**config.mk**
```make
export PLATFORM = sky130hd
export DESIGN_NAME = pipeline_hazard_ctrl
export DESIGN_NICKNAME = d
export VERILOG_FILES = /design/src/rtl/pipeline_hazard_ctrl.sv
export SDC_FILE = /design/constraint.sdc
export NUM_CORES = 1
export LEC_CHECK = 0
export BUFFER_PORTS_ARGS = -buffer_cell sky130_fd_sc_hd__buf_2
export CELL_PAD_IN_SITES_DETAIL_PLACEMENT = 1
export CELL_PAD_IN_SITES_GLOBAL_PLACEMENT = 2
export CORE_MARGIN = 8
export CORE_UTILIZATION = 27
export CTS_CLUSTER_DIAMETER = 200
export DETAILED_ROUTE_END_ITERATION = 8
export PLACE_DENSITY_LB_ADDON = 0.05
export SYNTH_ARGS = -nofsm -noshare
export SYNTH_HDL_FRONTEND = slang
export SYNTH_SLANG_ARGS = --single-unit
```
**constraint.sdc**
```tcl
create_clock -name clk -period 1.8 [get_ports clk]
set_clock_uncertainty 0.1 [all_clocks]
set_input_delay 0.36 -clock clk [delete_from_list [all_inputs] [get_ports clk]]
set_output_delay 0.36 -clock clk [all_outputs]
set_load 0.01 [all_outputs]
```
**src/rtl/pipeline_hazard_ctrl.sv**
```systemverilog
// pipeline_hazard_ctrl
//   Central stall/flush sequencer for the 5-stage pipeline. Turns memory-busy,
//   load-use, redirect and halt events into freeze/clear controls for the PC
//   and the F/D, D/X, X/M and M/W pipeline registers. It also keeps saturating
//   stall and flush performance counters.
// Ports
//   clk, global_rst          clock, synchronous active-high reset
//   imem_stall, dmem_stall   instruction / data memory busy
//   load_use_ID              load-use hazard detected in ID
//   redirect_EX              taken branch/jump resolved in EX
//   halt_ID, halt_WB         HALT decoded in ID / retiring in WB
//   freeze_PC..freeze_MW     hold PC / pipeline registers
//   clr_FD, clr_DX           inject NOP / bubble
//   halted                   pipeline stopped after HALT retired
//   state_dbg                current FSM state encoding
//   stall_cnt, flush_cnt     saturating perf counters
// Control outputs are combinational from state and inputs; the counters are registered.
module pipeline_hazard_ctrl #(
  parameter int unsigned CNT_W = 16
) (
  input  logic             clk,
  input  logic             global_rst,
  input  logic             imem_stall,
  input  logic             dmem_stall,
  input  logic             load_use_ID,
  input  logic             redirect_EX,
  input  logic             halt_ID,
  input  logic             halt_WB,
  output logic             freeze_PC,
  output logic             freeze_FD,
  output logic             freeze_DX,
  output logic             freeze_XM,
  output logic             freeze_MW,
  output logic             clr_FD,
  output logic             clr_DX,
  output logic             halted,
  output logic [2:0]       state_dbg,
  output logic [CNT_W-1:0] stall_cnt,
  output logic [CNT_W-1:0] flush_cnt
);

  typedef enum logic [2:0] {
    RUN    = 3'd0,
    IMISS  = 3'd1,
    DMISS  = 3'd2,
    DRAIN  = 3'd3,
    HALTED = 3'd4
  } state_t;

  state_t state, state_nxt;
  logic   redir_pend, redir_pend_nxt;
  logic   stall_ev, flush_ev;

  // State, pending-redirect and perf-counter registers
  always_ff @(posedge clk) begin
    if (global_rst) begin
      state      <= RUN;
      redir_pend <= 1'b0;
      stall_cnt  <= '0;
      flush_cnt  <= '0;
    end else begin
      state      <= state_nxt;
      redir_pend <= redir_pend_nxt;
      if (stall_ev && (stall_cnt != {CNT_W{1'b1}}))
        stall_cnt <= stall_cnt + CNT_W'(1);
      if (flush_ev && (flush_cnt != {CNT_W{1'b1}}))
        flush_cnt <= flush_cnt + CNT_W'(1);
    end
  end

  // Next-state and hazard control outputs
  always_comb begin
    state_nxt      = state;
    redir_pend_nxt = redir_pend;
    freeze_PC      = 1'b0;
    freeze_FD      = 1'b0;
    freeze_DX      = 1'b0;
    freeze_XM      = 1'b0;
    freeze_MW      = 1'b0;
    clr_FD         = 1'b0;
    clr_DX         = 1'b0;
    halted         = 1'b0;
    flush_ev       = 1'b0;

    if (global_rst) begin
      clr_FD = 1'b1;
      clr_DX = 1'b1;
    end else if (state == HALTED) begin
      freeze_PC = 1'b1;
      freeze_FD = 1'b1;
      freeze_DX = 1'b1;
      freeze_XM = 1'b1;
      freeze_MW = 1'b1;
      halted    = 1'b1;
    end else begin
      if (dmem_stall) begin
        freeze_PC = 1'b1;
        freeze_FD = 1'b1;
        freeze_DX = 1'b1;
        freeze_XM = 1'b1;
        freeze_MW = 1'b1;
      end else if (redirect_EX) begin
        clr_FD   = 1'b1;
        clr_DX   = 1'b1;
        flush_ev = 1'b1;
      end else if (state == DRAIN) begin
        // Only NOPs are fetched behind the HALT while older work drains
        freeze_PC = 1'b1;
        clr_FD    = 1'b1;
      end else if (load_use_ID) begin
        freeze_PC = 1'b1;
        freeze_FD = 1'b1;
        clr_DX    = 1'b1;
      end else if (imem_stall || halt_ID) begin
        freeze_PC = 1'b1;
        clr_FD    = 1'b1;
      end

      // The wrong-path fetch in flight during a redirect is discarded,
      // including on the cycle the miss finally returns
      if (!dmem_stall && redir_pend)
        clr_FD = 1'b1;

      // Clear always wins over freeze on the same register
      if (clr_FD) freeze_FD = 1'b0;
      if (clr_DX) freeze_DX = 1'b0;

      if (!dmem_stall) begin
        if (redirect_EX && imem_stall)
          redir_pend_nxt = 1'b1;
        else if (!imem_stall)
          redir_pend_nxt = 1'b0;
      end

      if (halt_WB && !dmem_stall)       state_nxt = HALTED;
      else if (dmem_stall)              state_nxt = DMISS;
      else if (redirect_EX)             state_nxt = imem_stall ? IMISS : RUN;
      else if (state == DRAIN)          state_nxt = DRAIN;
      else if (load_use_ID)             state_nxt = imem_stall ? IMISS : RUN;
      else if (halt_ID)                 state_nxt = DRAIN;
      else if (imem_stall)              state_nxt = IMISS;
      else                              state_nxt = RUN;
    end
  end

  assign stall_ev  = freeze_PC && !global_rst && (state != HALTED);
  assign state_dbg = state;

endmodule

```
# Word level (Yosys, flattened, before mapping)
# Cells that the tools add are included.
# word_totals
out_inout_bits	43
word_cells	75
ff_bits	36
# op_classes
eq_ne	6
bitwise	2
muxes	50
n_reduce_logical	11
addsub	2
# ops
operator	count
$mux 1	44
$add 16x1->16 const B	2
$ne 16x16->1 const B	2
$mux 2	5
$logic_and 1x1->1	7
$eq 3x2->1 const B	1
$eq 3x3->1 const B	1
$mux 3	1
$ne 3x3->1 const B	1
$reduce_and 3->1	1
$logic_not 1->1	2
$ne 2x1->1 const B	1
$not 1->1	2
$logic_or 1x1->1	1

# Logic depth before layout (Yosys ltp)
# Gate-level depths: netlist of run 1.
# depth
ltp_word	12
depth_mapped	8
depth_no_buf	6

# Worst setup path before layout of run 1
# No wires, ideal clock.
# synth_timing
path_kind	flip-flop to flip-flop
from	reg stall_cnt[0]
to	reg stall_cnt[13]
path_slack_ns	-0.179
arrival_ns	1.758
required_time_ns	1.579
synth_period_minus_slack_ns	1.979
setup_ns	0.121
stages_incl_launch_ff	8
cell_sequence	dfxtp_1 > ha_1 > nand3_2 > nor4_4 > a41o_1 > buf_4 > nor4_1 > mux2_2
# synth_between
elab_chain_cells	2
elab_cells_between_ends	3
cone_classes	1 x add/sub; 1 x eq/ne; 1 x reduce/logical
# synth_rtl
element	line	rtl
from (decl)	38	output logic [CNT_W-1:0] stall_cnt,
from (signal assigned)	65	stall_cnt <= stall_cnt + CNT_W'(1);
branches (longest 2 deep; another with $add 16x1->16)	--	
# Parallel ways; which one is timed is not known.
# A chain may end at the register's enable or synchronous reset.

# Worst setup path after layout of run 1
# layout_timing
from	reg state[2], in the netlist state_dbg[2]
to	out freeze_PC
# layout_between
elab_chain_cells	6
elab_cells_between_ends	7
cone_classes	2 x eq/ne; 5 x mux
# layout_rtl
element	line	rtl
from (decl)	50	state_t state, state_nxt;
from (signal assigned)	62	state <= state_nxt;
$eq 3x2->1	106	end else if (state == DRAIN) begin
$mux 1	106	
$mux 1	102	end else if (redirect_EX) begin
$mux 1	96	if (dmem_stall) begin
$mux 1 (*)	88	end else if (state == HALTED) begin
$mux 1 (*)	85	if (global_rst) begin
to (decl)	29	output logic freeze_PC,
# Every way passes the cells marked *; elsewhere a longest branch is shown, timed or not.

==> results of run 1 <==
worst paths after layout:
| path | depth (start not counted) | to | slack (ns) |
|---|---|---|---|
| setup reg to reg | 6 | stall_cnt[8] | -0.14 |
| hold reg to reg | 2 | stall_cnt[8] | 0.41 |
| setup / recovery | 6 | freeze_PC | -0.19 |
| hold / removal | 2 | state_dbg[0] | 0.16 |
layout make-up:
class	instances	share of cell area [%]
flip-flops and latches	36	23.6
clock buffers	7	2.68
multi-input cells	175	42.3
repair buffers	117	26.7
clock inverters	1	0.233
inverters	6	0.700
well taps	96	3.73
what timing repair did:
action,CTS,global route
pin swaps,14,12
resized for setup,21,44
endpoints found under the setup margin,21,37
buffers inserted,5,4
cloned,1,0
cells by family after synthesis:
family                     Yosys count
buffers and inverters               18
adders and majority gates            2
AOI/OAI and AO/OA                   47
xor gates and xnor gates            10
muxes                                6
and+or+nand+nor                    110
DFF                                 36
registers in the layout, indices dropped and copies added, names as in the netlist:
signal,count
redir_pend,1
flush_cnt,16
stall_cnt,16
state_dbg,3
cells in the mapped netlist, drive strengths merged (2+ instances only):
master   n
o21ai    7
or4      6
inv      6
o311ai   4
and3     5
buf      8
o31ai    4
nor2b    4
and4     3
dfxtp   36
mux2     3
a21oi   16
nor3     6
clkbuf   4
xnor2    7
mux2i    3
nor4     5
ha       2
nor2    28
o41ai    4
nor3b    2
a41oi    2
nand2   18
nand3   19
nand4    5
xor2     3
a211oi   4
report_power, final:
part / switching (W) / internal (W)
clock network: 0.000316 / 0.000312
logic: 0.000150 / 0.000140
registers: 0.0000130 / 0.000798
stage by stage:
step | util, % | total power [W] | setup WS, ns
floorplan | - | 0.000951 | -0.0721
global placement | 40.5 | 0.00106 | -0.0711
detailed placement | 40.5 | 0.00106 | -0.0921
CTS | 43.8 | 0.00172 | -0.144
global route | 47.1 | 0.00182 | -0.252
finish | 47.1 | 0.00173 | -0.188
metal layers:
layer | GRT usage (%) | wire (um) | vias to the layer above
li1 | - | - | 1073
met1 | 16.6 | 3170 | 1038
met2 | 23.2 | 3410 | 25
met3 | 2.62 | 188 | 4
met4 | 3.14 | 46 | 0
met5 | 0 | 0 | -
==> metrics.yaml, run 1 <==
status:
  status: "complete, but fails checks"
  violations: "setup timing"
cells_and_area:
  fill_cells: 852
  regArea_sq_um: 761
  instances_no_fill: 438
  nets: 351
  antenna_cells: 0
  syn_to_final_growth_pct: 67.2
  final_cell_mix: "buf_4 (54), buf_2 (46), nor2_1 (25)"
  final_common_cell: "buf_4"
  final_cell_area_sq_mm: 0.00322
  multiInputGateArea_sq_mm: 0.00136
  layout-drive-gt1-share_pct: 53.8
clock_tree:
  path_clk_slew_ns: 0.08
  insertion_delay_ns: 0.29
  cts_buffers: 5
  holdBufCountCts: 0
  clock_sinks: 36
  clock_path_buffers: 2
  cts_tree: "done"
  root_buffer: "clkbuf_8"
  htreeDepth: 2
logic_synthesis:
  synth.net_count: 239
  synth_xor_xnor_area_share_pct: 4.55
  synth_area_leader_cell: "dfxtp_1"
  netlist_area_sq_mm: 0.00193
  synth_ff_type: "dfxtp_1"
  synth-seq-area-share_pct: 37.4
  synth_edf_count: 0
  synthMuxAreaShare_pct: 3.31
  synthTopCellsByArea: "dfxtp_1 (37%), nor2_1 (5.5%), a21oi_1 (4.2%)"
  ys_seq_elements: 36
  synth_top_area_share_pct: 37.4
  syn_inst: 229
  synth-simple-area-share_pct: 32.3
  ys_warn_count: 0
  synth_top_family_by_area: "simple AND/OR/NAND/NOR gates"
  async_flop_share_pct: 0
  netlist-cell-type-count: 51
  synth_compound_area_share_pct: 16.3
  avgSynthCellArea_sq_um: 8.41
  synthAdderAreaFrac_pct: 1.30
timing:
  slew_viol_final: 0
  setup_viol: 17
  rsz0062_at_grt: "yes"
  worstMarginPinSlew_ns: 0.406
  fmax_ghz: 0.503
  fin_crit_sh_pct: 110
  hold_viol_final: 0
  final.setup.worst_slack_ns: -0.188
  relSlewSlack_pct: 72.9
  timing.setup.tns_ns: -1.60
  fin_hold_ws_ns: 0.161
  min_period_ns: 1.99
worst_setup_path:
  cpLargestDelayFamily: "simple AND/OR/NAND/NOR gates"
  r2r-start: "state_dbg[2]"
  cp-startpoint: "state_dbg[2]"
  cp_cell_sequence: "nand3b_1 > and3b_2 > o21a_1 > buf_6 > nor2_4 > buf_6"
  end_kind: "primary output"
  worstPathMaxFanout: 3
  crit_type: "reg -> out"
  crit_buf_inv: 2
  slowest_stage: "dfxtp_2"
  critPathMaxStageDelay_ns: 0.33
  crit_top_cell: "buf_6"
  worstSetupStartpointType: "flip-flop"
  crit_arrival_ns: 1.53
  cp.required_ns: 1.34
floorplan:
  rows: 30
  die_w_um: 100
  start_util_pct: 28.2
  fp.coreArea_sq_mm: 0.00683
  chipHeight_um: 100
  io_pins: 51
  die-area_sq_mm: 0.0101
run:
  maxCapViolCount: 0
drt:
  wire_per_inst_um: 15.5
  drt-total-wl_mm: 6.81
  via_per_inst: 4.89
  drtAntennaViolNets: 0
  dr.first_iter.drc_count: 34
  vias: 2140
  drc: 0
  firstDrtPassIters: 4
placement:
  placed_area_sq_mm: 0.00277
  gp_congestion: 0.765
  io_buffers: 50
  dp_hpwl_mm: 4.79
  dp.cells: 421
global_routing:
  grt_pass1_vias: 2261
  grt.overflow.total: 0
  antenna_found_initial: 0
  grt_pass1_wl_mm: 11.0
  track_usage_pct: 13.4
  grt_max_degree: 33
pwr:
  peakVddDrop_uv: 302
  powerDensity_mw_per_mm2: 537
  p_leak_nw: 1.37
hold_path:
  hp-start: "halt_WB"
  hold_class: "in -> reg"
(Power assumes the default switching activity.)
==> run 2: changes to the inputs <==
CORE_MARGIN = default   (was 8)
CORE_UTILIZATION = 30   (was 27)
clock period = 2.2 ns   (was 1.8 ns; I/O delays follow)
==> metrics.yaml, run 2 (synthesis results as in run 1) <==
status:
  status: "finished, final reports clean"  # was complete, but fails checks
pwr:
  peakVddDrop_uv: 382  # was 302 uV
  powerDensity_mw_per_mm2: 570  # was 537 mW/mm^2
  p_leak_nw: 1.06  # was 1.37 nW
placement:
  dp_hpwl_mm: 4.00  # was 4.79 mm
  placed_area_sq_mm: 0.00235  # was 0.00277 sq mm
  io_buffers: 50  # unchanged
  gp_congestion: 0.703  # was 0.765
drt:
  wire_per_inst_um: 14.8  # was 15.5 um
  dr.first_iter.drc_count: 52  # was 34
  via_per_inst: 5.19  # was 4.89
  drtAntennaViolNets: 0  # unchanged
  drt-total-wl_mm: 5.47  # was 6.81 mm
  vias: 1921  # was 2,140
  drc: 0  # unchanged
  firstDrtPassIters: 4  # unchanged
timing:
  min_period_ns: 2.13
  worstMarginPinSlew_ns: 0.571  # was 0.406 ns
  setup_viol: 0  # was 17
  rsz0062_at_grt: "no"  # was yes
  fmax_ghz: 0.470
  hold_viol_final: 0  # unchanged
  fin_hold_ws_ns: 0.259  # was 0.161 ns
  fin_crit_sh_pct: 96.6
  slew_viol_final: 0  # unchanged
  timing.setup.tns_ns: 0  # was -1.60 ns
  relSlewSlack_pct: 61.5  # was 72.9%
cells_and_area:
  multiInputGateArea_sq_mm: 0.00111  # was 0.00136 sq mm
  final_cell_mix: "buf_2 (50), dfxtp_1 (36), nor2_1 (28)"  # was buf_4 (54), buf_2 (46), nor2_1 (25)
  final_cell_area_sq_mm: 0.00247  # was 0.00322 sq mm
  final_util_pct: 40.8  # was 47.1%
  layout-drive-gt1-share_pct: 30.8  # was 53.8%
  antenna_cells: 0  # unchanged
  final_common_cell: "buf_2"  # was buf_4
  syn_to_final_growth_pct: 28.5  # was 67.2%
  fill_cells: 754  # was 852
  regArea_sq_um: 721  # was 761 sq um
  nets: 304  # was 351
clock_tree:
  clock_sinks: 36  # unchanged
  cts_buffers: 5  # unchanged
  htreeDepth: 2  # unchanged
  clock_path_buffers: 2  # unchanged
  cts_tree: "done"  # unchanged
  path_clk_slew_ns: 0.07  # was 0.08 ns
  root_buffer: "clkbuf_8"  # unchanged
  insertion_delay_ns: 0.29  # about the same
  ctsResizeCount: 0  # was 21
global_routing:
  grt_pass1_vias: 1828  # was 2,261
  track_usage_pct: 17.7  # was 13.4%
  grt_pass1_wl_mm: 9.00  # was 11.0 mm
  grt.overflow.total: 0  # unchanged
  antenna_found_initial: 0  # unchanged
  grt_max_degree: 33  # unchanged
floorplan:
  fp.coreArea_sq_mm: 0.00606  # was 0.00683 sq mm
  die-area_sq_mm: 0.00674  # was 0.0101 sq mm
  rows: 28  # was 30
  io_pins: 51  # unchanged
  start_util_pct: 31.8  # was 28.2%
  die_w_um: 82.1  # was 100 um
  chipHeight_um: 82.1  # was 100 um
worst_setup_path:
  worstSetupStartpointType: "flip-flop"  # unchanged
  crit_arrival_ns: 1.59  # was 1.53 ns
  crit_type: "reg -> out"  # unchanged
  worstPathMaxFanout: 4  # was 3
  end_kind: "primary output"  # unchanged
  cp.required_ns: 1.66  # was 1.34 ns
hold_path:
  hold_class: "in -> reg"  # unchanged
run:
  maxCapViolCount: 0  # unchanged
## run 2: cell count changes in the layout (fill, tap and decap cells not counted), moves of 5 or more
cell     change
buf_4       -35
buf_6       -14
dfxtp_1     +14
dfxtp_2      -5
dfxtp_4      -9
## run 2: repair_timing
| item | 4_1_cts | 5_1_grt |
|---|---|---|
| hold buffers | 0 | 0 |
| setup buffers | 0 | 1 |
| endpoints found under the setup margin | 0 | 1 |
## run 2: final timing paths
path           startpoint             to  slack, ns  cells past startpoint
max          state_dbg[2]         clr_DX       0.07                      5
min               halt_WB   state_dbg[0]       0.26                      2
min reg2reg  stall_cnt[8]   stall_cnt[8]       0.42                      2
max reg2reg  stall_cnt[0]  stall_cnt[14]       0.14                      7
## run 2: per-stage QoR
| step | cells | total power, W | setup slack [ns] |
|---|---|---|---|
| final | 370 | 0.00141 | 0.0743 |
| after global routing | 370 | 0.00148 | 0.0103 |
| after CTS | 369 | 0.00144 | 0.0338 |
| after detailed placement | 361 | 0.000831 | 0.143 |
| after global placement | 361 | 0.000831 | 0.161 |
| after floorplan | 229 | 0.000767 | 0.221 |
## run 2: power by group
part | leakage, nW | internal, W | switching [W]
clock | 0.0541 | 0.000336 | 0.000259
sequential | 0.291 | 0.000660 | 0.00000865
combinational | 0.719 | 0.0000580 | 0.0000877
## run 2: routing by layer
layer | track usage, % | share of wire [%] | vias up
met2 | 28.4 | 44 | 32
met3 | 3.74 | 3.0 | 4
met1 | 23.7 | 52 | 903
li1 | - | - | 982
met4 | 4.74 | 0.71 | 0
met5 | 0 | 0 | -
## run 2: worst max-delay path, cell delays in order, from the launching register on
cell and delay (ns):
dfxtp_1 0.37, or3b_1 0.40, buf_4 0.17, nand2_1 0.11
o21ai_0 0.10, buf_2 0.15
## run 2: layout make-up
type                       instances  area share, %
timing repair buffer              70           16.7
clock inverter                     3           1.72
multi-input combinational        175           45.0
sequential                        36           29.1
clock buffer                       5           2.78
tap                               75           3.79
inverter                           6          0.910
==> run 3: changes to the inputs <==
GPL_TIMING_DRIVEN = 0   (was default)
PLACE_DENSITY = 0.78   (was default)
PLACE_DENSITY_LB_ADDON = default   (was 0.05)
==> metrics.yaml, run 3 (synthesis results as in run 1) <==
pwr:
  power.total_w: 0.00134  # was 0.00141 W
  p_leak_nw: 1.08  # was 1.06 nW
  peakVddDrop_uv: 285  # was 382 uV
  powerDensity_mw_per_mm2: 528  # was 570 mW/mm^2
hold_path:
  hold_class: "in -> reg"  # unchanged
  holdPathStages: 2  # unchanged
cells_and_area:
  fill_cells: 756  # was 754
  syn_to_final_growth_pct: 32.0  # was 28.5%
  final_common_cell: "buf_2"  # unchanged
  final_util_pct: 41.9  # was 40.8%
  final_cell_mix: "buf_2 (51), dfxtp_1 (31), nor2_1 (26)"  # was buf_2 (50), dfxtp_1 (36), nor2_1 (28)
  nets: 309  # was 304
  layout-drive-gt1-share_pct: 35.0  # was 30.8%
  antenna_cells: 0  # unchanged
status:
  status: "finished, final reports clean"  # unchanged
global_routing:
  antenna_found_initial: 0  # unchanged
  track_usage_pct: 18.5  # was 17.7%
  grt_pass1_vias: 1920  # was 1,828
  grt.overflow.total: 0  # unchanged
  grt_pass1_wl_mm: 9.44  # was 9.00 mm
  grt_max_degree: 12  # was 33
floorplan:
  chipHeight_um: 82.1  # unchanged
  rows: 28  # unchanged
  die_w_um: 82.1  # unchanged
  fp.coreArea_sq_mm: 0.00606  # unchanged
  io_pins: 51  # unchanged
  start_util_pct: 31.8  # unchanged
  die-area_sq_mm: 0.00674  # unchanged
placement:
  dp_hpwl_mm: 4.18  # was 4.00 mm
  io_buffers: 50  # unchanged
  gp_congestion: 0.733  # was 0.703
timing:
  fin_hold_ws_ns: 0.241  # was 0.259 ns
  rsz0062_at_grt: "yes"  # was no
  min_period_ns: 2.18  # was 2.13 ns
  slew_viol_final: 0  # unchanged
  worstMarginPinSlew_ns: 0.671  # was 0.571 ns
  setup_viol: 0  # unchanged
  fmax_ghz: 0.460  # was 0.470 GHz
  relSlewSlack_pct: 54.8  # was 61.5%
  hold_viol_final: 0  # unchanged
  timing.setup.tns_ns: 0  # unchanged
  fin_crit_sh_pct: 98.9  # was 96.6%
clock_tree:
  clock_sinks: 36  # unchanged
  cts_buffers: 5  # unchanged
  root_buffer: "clkbuf_8"  # unchanged
  clock_path_buffers: 2  # unchanged
  holdBufCountCts: 0  # unchanged
  insertion_delay_ns: 0.29  # about the same
  cts_tree: "done"  # unchanged
  htreeDepth: 2  # unchanged
  path_clk_slew_ns: 0.08  # was 0.07 ns
worst_setup_path:
  crit_type: "reg -> out"  # unchanged
  slowest_stage: "dfxtp_2"  # was or3b_1
  crit_arrival_ns: 1.64  # was 1.59 ns
  end_kind: "primary output"  # unchanged
  cp.required_ns: 1.66  # about the same
  critPathMaxStageDelay_ns: 0.33  # was 0.40 ns
  worstSetupStartpointType: "flip-flop"  # unchanged
  ff2ff_setup_slack_ns: 0.14  # about the same
  reg2regPathDepth: 8  # was 7
  worstPathMaxFanout: 6  # was 4
  cp_cell_sequence: "nand3b_1 > and3b_2 > o21a_4 > buf_8 > nor2_4 > buf_6"  # was or3b_1 > buf_4 > nand2_1 > o21ai_0 > buf_2
drt:
  wire_per_inst_um: 16.0  # was 14.8 um
  dr.first_iter.drc_count: 37  # was 52
  firstDrtPassIters: 5  # was 4
  drt-total-wl_mm: 6.00  # was 5.47 mm
  drc: 0  # unchanged
  via_per_inst: 5.36  # was 5.19
  drtAntennaViolNets: 0  # unchanged
  vias: 2010  # was 1,921
run:
  maxCapViolCount: 0  # unchanged
run 3: cell count changes in the layout (fill, tap and decap cells not counted), moves of 2 or more:
cell	delta
nor2_1	-2
clkbuf_1	+4
dfxtp_2	+5
dfxtp_1	-5
buf_6	+2
run 3: worst max-delay path, delay by kind of cell (launching register included):
| family | cells | cell delay [ns] |
|---|---|---|
| AO/OA/AOI/OAI | 1 | 0.25 |
| buffers and inverters | 2 | 0.24 |
| flip-flops | 1 | 0.33 |
| AND/OR/NAND/NOR | 3 | 0.52 |
run 3: final cells by class:
cell class,instances,area (sq um),share of cell area [%]
Inverter,6,22.5,0.886
Tap cell,75,93.8,3.69
Multi-Input combinational cell,175,1170,46.0
Clock buffer,8,90.1,3.54
Buffer,11,78.8,3.10
Timing Repair Buffer,64,362,14.2
Sequential cell,36,727,28.6
run 3: path summary, 6_finish.rpt:
| check | start | end |
|---|---|---|
| worst max register to register | stall_cnt[0] | stall_cnt[8] |
| worst min register to register | stall_cnt[9] | stall_cnt[9] |
| worst max-delay path | state_dbg[2] | freeze_PC |
| worst min-delay path | halt_WB | state_dbg[0] |
run 3: stage by stage:
stage | worst slack, ns | instance area, sq um | std cells
after floorplan | 0.221 | 1930 | 229
after global placement | -0.298 | 2270 | 354
after detailed placement | -0.315 | 2270 | 354
after CTS | -0.0450 | 2440 | 368
after global routing | -0.0535 | 2540 | 375
final | 0.0245 | 2540 | 375
run 3: report_power, final:
part           leakage (nW)  total (W)  internal, W  switching (W)
combinational         0.743   0.000170    0.0000706      0.0000993
clock                0.0455   0.000502     0.000256       0.000246
sequential            0.293   0.000672     0.000661      0.0000106
run 3: layer usage:
metal,track usage (%),vias to the layer above,wire [um],share of wire [%]
met5,0,-,0,0
met4,5.26,0,81,1.4
met3,3.96,8,269,4.5
met2,29.8,51,2780,46
met1,24.6,958,2870,48
li1,-,993,-,-
run 3: timing repair:
| item | CTS | global route |
|---|---|---|
| endpoints found under the setup margin | 10 | 14 |
| resized for setup | 12 | 13 |
| endpoints found under the hold margin | 0 | 0 |
| setup buffers | 7 | 7 |
| pin swaps | 3 | 3 |
